===== src/rtl/tor_slot_sync_rx.sv =====
// ToR control-channel receiver: parses OCS controller frames and rebuilds
// the slot schedule (slot id, boundaries, tx window) from TIME_SYNC frames.
module tor_slot_sync_rx #(
   parameter logic [47:0] P_MY_TOR_MAC   = 48'h8D_BC_5C_4A_00_00,
   parameter logic [15:0] P_CTRL_TYPE    = 16'h88B5,
   parameter logic [31:0] P_SLOT_LEN     = 32'h0000_0832,
   parameter logic [31:0] P_CONFIG_DELAY = 32'h0000_007D,
   parameter logic [31:0] P_SYNC_MARGIN  = 32'h0000_0010
) (
   input  logic        i_clk,
   input  logic        i_rst_n,
   input  logic [63:0] i_rx_axis_data,
   input  logic [7:0]  i_rx_axis_keep,
   input  logic        i_rx_axis_valid,
   input  logic        i_rx_axis_last,
   input  logic        i_rx_axis_user,
   output logic        o_sim_start,
   output logic [7:0]  o_slot_id,
   output logic        o_slot_start,
   output logic        o_slot_end,
   output logic        o_tx_en,
   output logic        o_sync_lost,
   output logic [15:0] o_frame_err_cnt
);

   localparam logic [47:0] BCAST_MAC    = 48'hFFFF_FFFF_FFFF;
   localparam logic [7:0]  OP_SIM_START = 8'h01;
   localparam logic [7:0]  OP_TIME_SYNC = 8'h02;
   localparam logic [31:0] ACT_LAST     = P_SLOT_LEN - 32'd1;
   localparam logic [31:0] GRD_LAST     = P_CONFIG_DELAY + P_SYNC_MARGIN - 32'd1;

   typedef enum logic [1:0] {HDR0, HDR1, PAD} prs_t;
   typedef enum logic [1:0] {IDLE, WAIT_SYNC, ACTIVE, GUARD} slot_t;

   prs_t        prs_q, prs_d;
   logic        dst_ok_q, dst_ok_d;
   logic        type_ok_q, type_ok_d;
   logic [7:0]  op_q, op_d;
   logic [7:0]  sid_q, sid_d;
   logic [15:0] err_q, err_d;

   slot_t       st_q, st_d;
   logic [31:0] cnt_q, cnt_d;
   logic [7:0]  id_q, id_d;
   logic        sim_q, sim_d;
   logic        lost_q, lost_d;
   logic        start_q, start_d;
   logic        slot_end;

   logic        beat_dst_ok, beat_type_ok;
   logic        f_dst, f_type, f_len;
   logic [7:0]  f_op, f_sid;
   logic        frame_end, f_op_known, f_good, frame_ok, frame_bad;
   logic        commit_sim, commit_sync;

   assign beat_dst_ok  = (i_rx_axis_data[63:16] == P_MY_TOR_MAC) ||
                         (i_rx_axis_data[63:16] == BCAST_MAC);
   assign beat_type_ok = (i_rx_axis_data[31:16] == P_CTRL_TYPE);

   always_comb begin
      prs_d     = prs_q;
      dst_ok_d  = dst_ok_q;
      type_ok_d = type_ok_q;
      op_d      = op_q;
      sid_d     = sid_q;
      if (i_rx_axis_valid) begin
         unique case (prs_q)
            HDR0: begin
               dst_ok_d = beat_dst_ok;
               prs_d    = i_rx_axis_last ? HDR0 : HDR1;
            end
            HDR1: begin
               type_ok_d = beat_type_ok;
               op_d      = i_rx_axis_data[15:8];
               sid_d     = i_rx_axis_data[7:0];
               prs_d     = i_rx_axis_last ? HDR0 : PAD;
            end
            PAD: begin
               if (i_rx_axis_last) prs_d = HDR0;
            end
            default: prs_d = HDR0;
         endcase
      end
   end

   // Header fields as seen by a frame ending on this beat; a frame ending
   // in HDR1 must carry the whole second header beat.
   always_comb begin
      f_dst  = dst_ok_q;
      f_type = type_ok_q;
      f_op   = op_q;
      f_sid  = sid_q;
      f_len  = 1'b1;
      unique case (prs_q)
         HDR0: begin
            f_dst = beat_dst_ok;
            f_len = 1'b0;
         end
         HDR1: begin
            f_type = beat_type_ok;
            f_op   = i_rx_axis_data[15:8];
            f_sid  = i_rx_axis_data[7:0];
            f_len  = (i_rx_axis_keep == 8'hFF);
         end
         default: f_len = 1'b1;
      endcase
   end

   assign frame_end   = i_rx_axis_valid && i_rx_axis_last;
   assign f_op_known  = (f_op == OP_SIM_START) || (f_op == OP_TIME_SYNC);
   assign f_good      = f_len && f_type && f_op_known && !i_rx_axis_user;
   assign frame_ok    = frame_end && f_dst && f_good;
   assign frame_bad   = frame_end && f_dst && !f_good;
   assign commit_sim  = frame_ok && (f_op == OP_SIM_START);
   assign commit_sync = frame_ok && (f_op == OP_TIME_SYNC);

   always_comb begin
      err_d = err_q;
      if (frame_bad && (err_q != 16'hFFFF)) err_d = err_q + 16'd1;
   end

   always_comb begin
      st_d     = st_q;
      cnt_d    = cnt_q;
      id_d     = id_q;
      sim_d    = sim_q;
      lost_d   = lost_q;
      start_d  = 1'b0;
      slot_end = 1'b0;
      unique case (st_q)
         IDLE: begin
            if (commit_sim) begin
               sim_d = 1'b1;
               st_d  = WAIT_SYNC;
            end
         end
         WAIT_SYNC: begin
            if (commit_sync) begin
               id_d    = f_sid;
               cnt_d   = 32'd0;
               lost_d  = 1'b0;
               start_d = 1'b1;
               st_d    = ACTIVE;
            end
         end
         ACTIVE: begin
            cnt_d = cnt_q + 32'd1;
            if (cnt_q == ACT_LAST) begin
               slot_end = 1'b1;
               cnt_d    = 32'd0;
               st_d     = GUARD;
            end
            // A sync on the final clock still lets the slot end pulse out.
            if (commit_sync) begin
               id_d    = f_sid;
               cnt_d   = 32'd0;
               lost_d  = 1'b0;
               start_d = 1'b1;
               st_d    = ACTIVE;
            end
         end
         GUARD: begin
            cnt_d = cnt_q + 32'd1;
            if (commit_sync) begin
               id_d    = f_sid;
               cnt_d   = 32'd0;
               lost_d  = 1'b0;
               start_d = 1'b1;
               st_d    = ACTIVE;
            end else if (cnt_q == GRD_LAST) begin
               id_d    = id_q + 8'd1;
               cnt_d   = 32'd0;
               lost_d  = 1'b1;
               start_d = 1'b1;
               st_d    = ACTIVE;
            end
         end
         default: st_d = IDLE;
      endcase
   end

   always_ff @(posedge i_clk) begin
      if (!i_rst_n) begin
         prs_q     <= HDR0;
         dst_ok_q  <= 1'b0;
         type_ok_q <= 1'b0;
         op_q      <= 8'd0;
         sid_q     <= 8'd0;
         err_q     <= 16'd0;
         st_q      <= IDLE;
         cnt_q     <= 32'd0;
         id_q      <= 8'd0;
         sim_q     <= 1'b0;
         lost_q    <= 1'b0;
         start_q   <= 1'b0;
      end else begin
         prs_q     <= prs_d;
         dst_ok_q  <= dst_ok_d;
         type_ok_q <= type_ok_d;
         op_q      <= op_d;
         sid_q     <= sid_d;
         err_q     <= err_d;
         st_q      <= st_d;
         cnt_q     <= cnt_d;
         id_q      <= id_d;
         sim_q     <= sim_d;
         lost_q    <= lost_d;
         start_q   <= start_d;
      end
   end

   assign o_sim_start     = sim_q;
   assign o_slot_id       = id_q;
   assign o_slot_start    = start_q;
   assign o_slot_end      = slot_end;
   assign o_tx_en         = (st_q == ACTIVE);
   assign o_sync_lost     = lost_q;
   assign o_frame_err_cnt = err_q;

endmodule


===== config.mk =====
export PLATFORM = sky130hd
export DESIGN_NAME = tor_slot_sync_rx
export DESIGN_NICKNAME = d
export VERILOG_FILES = /design/src/rtl/tor_slot_sync_rx.sv
export SDC_FILE = /design/constraint.sdc
export NUM_CORES = 1
export LEC_CHECK = 0
export ABC_CLOCK_PERIOD_IN_PS = 3100
export BUFFER_PORTS_ARGS = -buffer_cell sky130_fd_sc_hd__clkbuf_2
export CELL_PAD_IN_SITES_DETAIL_PLACEMENT = 0
export CELL_PAD_IN_SITES_GLOBAL_PLACEMENT = 1
export CORE_MARGIN = 2
export CORE_UTILIZATION = 39
export CTS_CLUSTER_DIAMETER = 100
export CTS_CLUSTER_SIZE = 24
export DETAILED_ROUTE_END_ITERATION = 16
export PLACE_DENSITY = 0.85
export SYNTH_ARGS = -nofsm -noshare
export SYNTH_HDL_FRONTEND = slang
export SYNTH_SLANG_ARGS = --single-unit

===== constraint.sdc =====
create_clock -name i_clk -period 3.1 [get_ports i_clk]
set_input_delay 0.62 -clock i_clk [delete_from_list [all_inputs] [get_ports i_clk]]
set_output_delay 0.62 -clock i_clk [all_outputs]
set_load 0.01 [all_outputs]

# == Yosys cells after proc, flatten, opt, wreduce, memory -nomap -nowiden ==
# Cells that the tools add are included.
# op_classes
muxes,36
n_div,0
n_shift,0
bitwise_logic,0
order_cmp,0
reduce_logical,24
n_eq_ne,20
n_mul,0
addsub,3
# ops
op,count
32-bit two-way mux,5
48-bit equality test (second input constant),2
32-bit one-hot mux with 3 select lines,1
8-bit two-way mux,5
32-bit by 1-bit adder with 32-bit output (second input constant),1
32-bit by 12-bit equality test with 1-bit output (second input constant),1
32-bit by 8-bit equality test with 1-bit output (second input constant),1
16-bit by 1-bit adder with 16-bit output (second input constant),1
16-bit equality test (second input constant),1
2-bit two-way mux,8
16-bit != test (second input constant),1
8-bit one-hot mux with 2 select lines,1
1-bit two-way mux,11
1-bit logical AND,10
8-bit by 1-bit adder with 8-bit output (second input constant),1
8-bit by 1-bit equality test with 1-bit output (second input constant),1
8-bit by 2-bit equality test with 1-bit output (second input constant),1
8-bit equality test (second input constant),1
2-bit one-hot mux with 4 select lines,1
2-bit equality test (second input constant),3
2-bit != test (second input constant),3
1-bit one-hot mux with 2 select lines,3
2-bit one-hot mux with 3 select lines,1
2-bit AND reduction,3
other kinds (12),16
# totals
elab_cells,95
output_inout_bits,29
latch_bits,0
ram_bits,0
rom_bits,0
reg_bits,81
n_memories,0
in_bits,77

# == Depth between registers and ports, before layout ==
# Gate-level depths: netlist of run 1.
# logic_depth
depth_word,10
ltp_mapped,11
ltp_nobuf,10

# == Worst setup path before layout of run 1 ==
# Ideal clock, no wire load.
# synth_timing
path_kind,input -> register
start,input port i_rx_axis_data[32]
end,"register err_q[12], in the netlist o_frame_err_cnt[12]"
setup_time_ns,0.070
cell_stages,9
setup_slack_ns,0.356
required_ns,3.030
path_buffers,1
arrival_time_ns,2.674
cell_sequence,nand4_1 -> or4_1 -> nor4_1 -> a41o_1 -> a21boi_2 -> or2_1 -> buf_6 -> or4_1 -> a21oi_1
# synth_via
elab_chain_len,6
word_cells_on_any_way,7
cone_classes,eq/ne (2); mux (1); reduce/logical (4)
# synth_rtl
item,line_no,text
"start, declared",12,"input logic [63:0] i_rx_axis_data,"
48-bit equality test (on tied branches),"56, 57",
1-bit logical OR *,56,assign beat_dst_ok = (i_rx_axis_data[63:16] == P_MY_TOR_MAC) ||
1-bit two-way mux *,n/a,
1-bit logical AND * (2 in series),113,assign frame_bad = frame_end && f_dst && !f_good;
1-bit logical AND *,119,if (frame_bad && (err_q != 16'hFFFF)) err_d = err_q + 16'd1;
"end signal, assigned",202,err_q <= err_d;
"end, declared",40,"logic [15:0] err_q, err_d;"
# Every way passes the cells marked *; elsewhere a longest branch is shown, timed or not.
# A chain may end at the register's enable or synchronous reset.

# == Final worst setup path of run 1 ==
# layout_timing
start,register cnt_q[11]
end,register cnt_q[31]
# layout_via
elab_chain_len,4
word_cells_on_any_way,8
cone_classes,add/sub (1); eq/ne (2); mux (5)
# layout_rtl
item,line_no,text
"start, declared",43,"logic [31:0] cnt_q, cnt_d;"
"start signal, assigned",204,cnt_q <= cnt_d;
"32-bit by 1-bit adder with 32-bit output, or another cell as far along","147, 163",
32-bit two-way mux (on tied branches),"170, 148",
32-bit two-way mux (on tied branches),"164, 154",
32-bit one-hot mux with 3 select lines *,130,unique case (st_q)
# Marks and branches as above.

==> results of run 1 <==
[worst max path at each step]
stage	from	slack [ns]	endpoint
6_report	cnt_q[11]$_SDFFE_PN0P_	0.42	cnt_q[31]$_SDFFE_PN0P_
5_1_grt	cnt_q[11]$_SDFFE_PN0P_	0.1	cnt_q[30]$_SDFFE_PN0P_
4_1_cts	i_rx_axis_data[32]	0.42	o_frame_err_cnt[13]$_SDFFE_PN0P_
3_5_place_dp	i_rx_axis_data[32]	0.07	o_frame_err_cnt[13]$_SDFFE_PN0P_
3_3_place_gp	i_rx_axis_data[32]	0.1	o_frame_err_cnt[13]$_SDFFE_PN0P_
2_1_floorplan	i_rx_axis_data[32]	0.36	o_frame_err_cnt[12]$_SDFFE_PN0P_
[per-layer routing]
layer / GRT usage / routed length (um)
met3: 0.0364 / 374
met1: 0.254 / 5400
met2: 0.328 / 5370
met5: 0 / 0
met4: 0.0688 / 150
[kinds of logic after synthesis]
kind of cell	count (synthesis)	share of synthesized area
XOR/XNOR	13	0.0259
flip-flops	81	0.368
AND/OR/NAND/NOR	289	0.334
adder cells (fa/ha/maj)	10	0.0284
AO/OA/AOI/OAI	127	0.175
multiplexers	14	0.0318
buffers and inverters	41	0.0369
[power groups by stage]
stage / clock [mW] / combinational (mW) / sequential, mW
final: 1.07 / 0.323 / 1.08
after floorplan: 0 / 0.190 / 1.09
after global placement: 0 / 0.313 / 1.10
after CTS: 1.10 / 0.324 / 1.08
after global routing: 1.14 / 0.361 / 1.08
after detailed placement: 0 / 0.321 / 1.10
[cell type report]
| cell class | instances | share of cell area |
|---|---|---|
| clock buffers | 10 | 0.0441 |
| clock inverters | 6 | 0.0125 |
| inverters | 15 | 0.0104 |
| multi-input cells | 453 | 0.484 |
| flip-flops and latches | 81 | 0.299 |
| well taps | 140 | 0.0323 |
| repair buffers | 116 | 0.117 |
[cells in the final DEF (no fill, tap or decap), drive strengths merged, types with 10 or more instances in the layout]
master,count
mux2i,14
a31oi,10
a21oi,29
nand2,73
nand4,23
o31ai,10
dfxtp,81
nand3,39
o21ai,46
clkbuf,115
buf,11
nor2,58
and2,10
nor4,22
inv,15
ha,10
nor3,14
or3,13
[critical path, delay by kind of cell, from the launching register on]
kind	cells	cell delay [ns]
flops	1	0.45
compound gates	3	0.28
simple gates	5	1.84
[cells in the mapped netlist, drive strengths merged (13+ instances only)]
master	n
nand4	23
nor2	58
nand2	73
inv	15
nor3	14
nor4	22
or3	13
dfxtp	81
nand3	39
a21oi	29
clkbuf	21
o21ai	46
mux2i	14
[state kept, by name (all words and copies together), names as in the netlist]
| name | flops |
|---|---|
| cnt_q | 32 |
| dst_ok_q | 1 |
| o_frame_err_cnt | 16 |
| o_sim_start | 1 |
| o_slot_id | 8 |
| o_slot_start | 1 |
| o_sync_lost | 1 |
| op_q | 8 |
| prs_q | 2 |
| sid_q | 8 |
| st_q | 2 |
| type_ok_q | 1 |
[per-stage QoR]
stage,std cells,util
3_5_place_dp,805,0.467
5_1_grt,821,0.495
4_1_cts,821,0.495
6_report,821,0.495
2_1_floorplan,575,-
3_3_place_gp,805,0.467
==> impl_metrics.env, run 1 <==
export IMPL_cp_slowest_cell="or4_4"
export IMPL_grt_setup_unrepaired="no"
export IMPL_holdWs_ns=0.457
export IMPL_worstReg2RegStart="cnt_q[11]$_SDFFE_PN0P_"
export IMPL_antenna_found_initial=0
export IMPL_cts_tree="done"
export IMPL_synth_avg_cell_area_sq_um=7.66
export IMPL_hold_path_end="cnt_q[31]$_SDFFE_PN0P_"
export IMPL_critPathKind="reg -> reg"
export IMPL_crit_chain="nand4_1 -> or4_4 -> or4_4 -> or3_4 -> nor2_4 -> a31oi_1 -> o21ai_1 -> o21ai_1"
export IMPL_antenna_cells=0
export IMPL_vias=4512
export IMPL_worstRegToRegCells=8
export IMPL_cellInternalPower_mw=1.84
export IMPL_totalPowerFinal_mw=2.47
export IMPL_period_share=0.864
export IMPL_hold_path_depth=1
export IMPL_clkSlewWorstSetupHoldPaths_ns=0.06
export IMPL_nFillCells=1092
export IMPL_seq_area_frac_synth=0.368
export IMPL_tightest_slew_ns=0.699
export IMPL_hold_class="reg -> reg"
export IMPL_clock_fmax_ghz=0.374
export IMPL_hold_buffers=0
export IMPL_layout_drive_gt1_share=0.209
export IMPL_fin_crit_ns=2.68
export IMPL_drtPass1Iterations=5
export IMPL_synth_cell_area_sq_mm=0.00440
export IMPL_place_gp_congestion=0.896
export IMPL_drt_iter0_markers=236
export IMPL_finalSetupViolations=0
export IMPL_pre_cts_ws_ns=0.0689
export IMPL_ant_nets=0
export IMPL_drt_total_wl_mm=11.3
export IMPL_maxCapViolCount=0
export IMPL_critPathMaxStageDelay_ns=0.58
export IMPL_synth_seq_cells=81
export IMPL_fin_area_sq_mm=0.00542
export IMPL_die_area_sq_mm=0.0122
export IMPL_status="finished, final reports clean"
export IMPL_cts_buffers_inserted=9
export IMPL_ys_flop_type="dfxtp_1"
export IMPL_wl_per_cell_um=13.8
export IMPL_grt_pass1_vias=4128
export IMPL_final_setup_skew_ns=0.00640
export IMPL_p_sw_frac=0.254
export IMPL_power_switching_mw=0.628
export IMPL_drv_slew=0
export IMPL_via_per_inst=5.50
export IMPL_core_sq_mm=0.0109
export IMPL_synth_top_area_frac=0.368
export IMPL_cts_setup_buffers=0
export IMPL_start_util=0.403
export IMPL_chipHeight_um=110
export IMPL_path_max_fanout=7
export IMPL_drc_errors=0
export IMPL_synthArstFlopShare=0
export IMPL_overflow=0
export IMPL_postPlaceCellArea_sq_mm=0.00511
export IMPL_grt_max_degree=42
export IMPL_slew_headroom=0.534
export IMPL_ff_latch_area_sq_mm=0.00162
export IMPL_finalHoldViolCount=0
export IMPL_grt_pass1_wl_mm=19.0
export IMPL_final_nets=763
export IMPL_hold_start="cnt_q[31]$_SDFFE_PN0P_"
export IMPL_insertion_delay_ns=0.34
export IMPL_area_growth_pct=23.0
export IMPL_fp_dieW_um=110
export IMPL_syn_nets=662
export IMPL_clock_sinks=81
export IMPL_arrival_ns=2.91
export IMPL_cts_htree_levels=3
export IMPL_grtUsageTotal=0.197
export IMPL_max_clock_path_buffers=2
export IMPL_cp_required_ns=3.33
export IMPL_layout_setup_ws_ns=0.423
export IMPL_yosysTopAreaCell="dfxtp_1"
export IMPL_synthTopCellsByArea="dfxtp_1, nand2_1, nor2_1, nand3_1, o21ai_0"
export IMPL_r2r_slack_ns=0.42
export IMPL_multi_input_area_sq_mm=0.00262
export IMPL_p_per_area_mw_per_mm2=457
export IMPL_root_buffer="clkbuf_16"
export IMPL_port_buffers=105
export IMPL_pwr_share_seq=0.435
export IMPL_io_pins=106
export IMPL_hpwl_mm=8.34
export IMPL_netlist_instances=575
export IMPL_tns_ns=0
export IMPL_leakage_nw=2.05
export IMPL_yosys_warnings=0
export IMPL_ctsResizeCount=0
export IMPL_startpoint_type="flip-flop"
export IMPL_ir_drop_uv=326
export IMPL_rows=38
export IMPL_clockPowerShare=0.434
export IMPL_reg2reg_to="cnt_q[31]$_SDFFE_PN0P_"
export IMPL_cp_end_kind="flip-flop"
export IMPL_synth_edff_count=0
export IMPL_combPwrFrac=0.131
export IMPL_ys_types=56
Note: power is estimated with default switching activity, not from simulation.
==> run 2, diff against run 1 <==
ABC_CLOCK_PERIOD_IN_PS = 3450   (was 3100)
CORE_UTILIZATION = 42   (was 39)
PLACE_DENSITY = 0.9   (was 0.85)
clock period = 3.45 ns   (was 3.1 ns; I/O delays follow)
==> run 2 against run 1 <==
Against the previous run: register-to-register slack better by 0.29 ns; routed wire length is 0.80% lower; utilization is 1.7 points higher; non-clock buffer count is 3 lower; sequential share of layout area grew 1.0 points; first-iteration DRC count is 3.8% lower; sequential power decreased by 11%; final cell count down 1.1%; combinational power fell by 16%; global-route usage grew 0.48 points; critical path type is now in -> reg; clock-buffer cell count unchanged; setup slack better by 0.23 ns.
==> impl_metrics.env, run 2 (synthesis results as in run 1) <==
export IMPL_status="finished, final reports clean"
export IMPL_final_nets=760
export IMPL_leakage_nw=1.98
export IMPL_cts_buffers_inserted=9
export IMPL_cts_setup_buffers=0
export IMPL_drv_slew=0
export IMPL_core_sq_mm=0.0102
export IMPL_worstRegToRegCells=8
export IMPL_area_growth_pct=18.9
export IMPL_p_per_area_mw_per_mm2=365
export IMPL_wl_per_cell_um=13.8
export IMPL_via_per_inst=5.51
export IMPL_worstReg2RegStart="cnt_q[11]$_SDFFE_PN0P_"
export IMPL_antenna_cells=0
export IMPL_cp_common_cell="or4_1"
export IMPL_path_depth=9
export IMPL_clock_fmax_ghz=0.357
export IMPL_grtUsageTotal=0.201
export IMPL_vias=4472
export IMPL_max_flop_register="cnt_q"
export IMPL_clockPowerShare=0.353
export IMPL_layout_setup_ws_ns=0.648
export IMPL_period_share=0.812
export IMPL_maxCapViolCount=0
export IMPL_cp_end_kind="flip-flop"
export IMPL_cp_required_ns=3.73
export IMPL_largest_register_ffs=32
export IMPL_nFillCells=1022
export IMPL_hold_start="op_q[7]$_SDFFE_PN0P_"
export IMPL_pre_cts_ws_ns=0.279
export IMPL_layout_drive_gt1_share=0.203
export IMPL_overflow=0
export IMPL_power_switching_mw=0.507
export IMPL_fin_area_sq_mm=0.00524
export IMPL_antenna_found_initial=0
export IMPL_slew_headroom=0.505
export IMPL_final_cell_mix="clkbuf_2, dfxtp_1, nand2_1, nor2_1"
export IMPL_start_util=0.430
export IMPL_critPathLaunch="i_rx_axis_data[32]"
export IMPL_drc_errors=0
export IMPL_cts_tree="done"
export IMPL_multi_input_area_sq_mm=0.00262
export IMPL_max_clock_path_buffers=2
export IMPL_tns_ns=0
export IMPL_holdWs_ns=0.463
export IMPL_final_setup_skew_ns=0.0136
export IMPL_ir_drop_uv=268
export IMPL_cp_slowest_cell="or4_1"
export IMPL_totalPowerFinal_mw=1.91
export IMPL_cts_htree_levels=3
export IMPL_io_pins=106
export IMPL_combPwrFrac=0.142
export IMPL_drtPass1Iterations=4
export IMPL_finalSetupViolations=0
export IMPL_placedCellCount=798
export IMPL_root_buffer="clkbuf_8"
export IMPL_hold_class="reg -> reg"
export IMPL_hold_path_depth=2
export IMPL_grt_pass1_wl_mm=18.9
export IMPL_instances_no_fill=812
export IMPL_p_sw_frac=0.266
export IMPL_ant_nets=0
export IMPL_crit_path_end="o_frame_err_cnt[13]$_SDFFE_PN0P_"
export IMPL_crit_chain="clkbuf_2 -> nand4_1 -> or4_1 -> nor4_1 -> a41o_1 -> a21boi_2 -> or3_1 -> or4_1 -> a21oi_1"
export IMPL_grt_setup_unrepaired="no"
export IMPL_grt_pass1_vias=4142
export IMPL_fin_crit_ns=2.80
export IMPL_pwr_share_seq=0.506
export IMPL_postPlaceCellArea_sq_mm=0.00506
export IMPL_path_max_fanout=8
export IMPL_cellInternalPower_mw=1.40
export IMPL_clkSlewWorstSetupHoldPaths_ns=0.08
export IMPL_critPathMaxStageDelay_ns=0.51
export IMPL_hpwl_mm=8.22
export IMPL_arrival_ns=3.08
export IMPL_hold_buffers=0
export IMPL_critPathKind="in -> reg"
export IMPL_ctsResizeCount=0
export IMPL_fp_dieW_um=106
export IMPL_reg2reg_to="cnt_q[31]$_SDFFE_PN0P_"
export IMPL_clock_sinks=81
export IMPL_rows=37
export IMPL_place_gp_congestion=0.847
export IMPL_insertion_delay_ns=0.35
export IMPL_tightest_slew_ns=0.742
export IMPL_r2r_slack_ns=0.71
export IMPL_finalHoldViolCount=0
export IMPL_ff_latch_area_sq_mm=0.00162
export IMPL_port_buffers=105
export IMPL_drt_iter0_markers=227
export IMPL_cp_top_family="simple AND/OR/NAND/NOR gates"
export IMPL_die_area_sq_mm=0.0113
export IMPL_drt_total_wl_mm=11.2
export IMPL_postLayoutCoreUtil=0.512
export IMPL_chipHeight_um=106
export IMPL_crit_buf_inv=1
export IMPL_final_common_cell="clkbuf_2"
export IMPL_grt_max_degree=42
export IMPL_startpoint_type="primary input"
## run 2: layout make-up
| type | instances | area share |
|---|---|---|
| Inverter | 15 | 0.0107 |
| Sequential cell | 81 | 0.310 |
| Clock buffer | 10 | 0.0263 |
| Timing Repair Buffer | 113 | 0.112 |
| Clock inverter | 4 | 0.00860 |
| Tap cell | 136 | 0.0325 |
| Multi-Input combinational cell | 453 | 0.501 |
## run 2: power by group through the flow
stage / combinational, mW / sequential (mW) / clock (mW)
3_3_place_gp: 0.260 / 0.986 / 0
2_1_floorplan: 0.171 / 0.984 / 0
5_1_grt: 0.303 / 0.968 / 0.727
6_report: 0.271 / 0.965 / 0.674
3_5_place_dp: 0.266 / 0.988 / 0
4_1_cts: 0.268 / 0.965 / 0.690
## run 2: how the worst min path moves through the flow
stage / endpoint / slack, ns
4_1_cts: op_q[7]$_SDFFE_PN0P_ / 0.46
2_1_floorplan: cnt_q[31]$_SDFFE_PN0P_ / 0.43
3_3_place_gp: sid_q[0]$_SDFFE_PN0P_ / 0.44
6_report: op_q[7]$_SDFFE_PN0P_ / 0.46
5_1_grt: op_q[5]$_SDFFE_PN0P_ / 0.48
3_5_place_dp: op_q[7]$_SDFFE_PN0P_ / 0.45
## run 2: tightest hold or removal path: stages, from the launching register on
cell and delay [ns]:
dfxtp_1 0.32, nand2_1 0.05, a21oi_1 0.05
## run 2: per-layer routing
metal / vias to the layer above / GRT usage / wire length (um)
met3: 11 / 0.0300 / 378
li1: 2292 / - / -
met1: 2094 / 0.265 / 5410
met2: 75 / 0.338 / 5260
met4: 0 / 0.0648 / 157
met5: - / 0 / 0
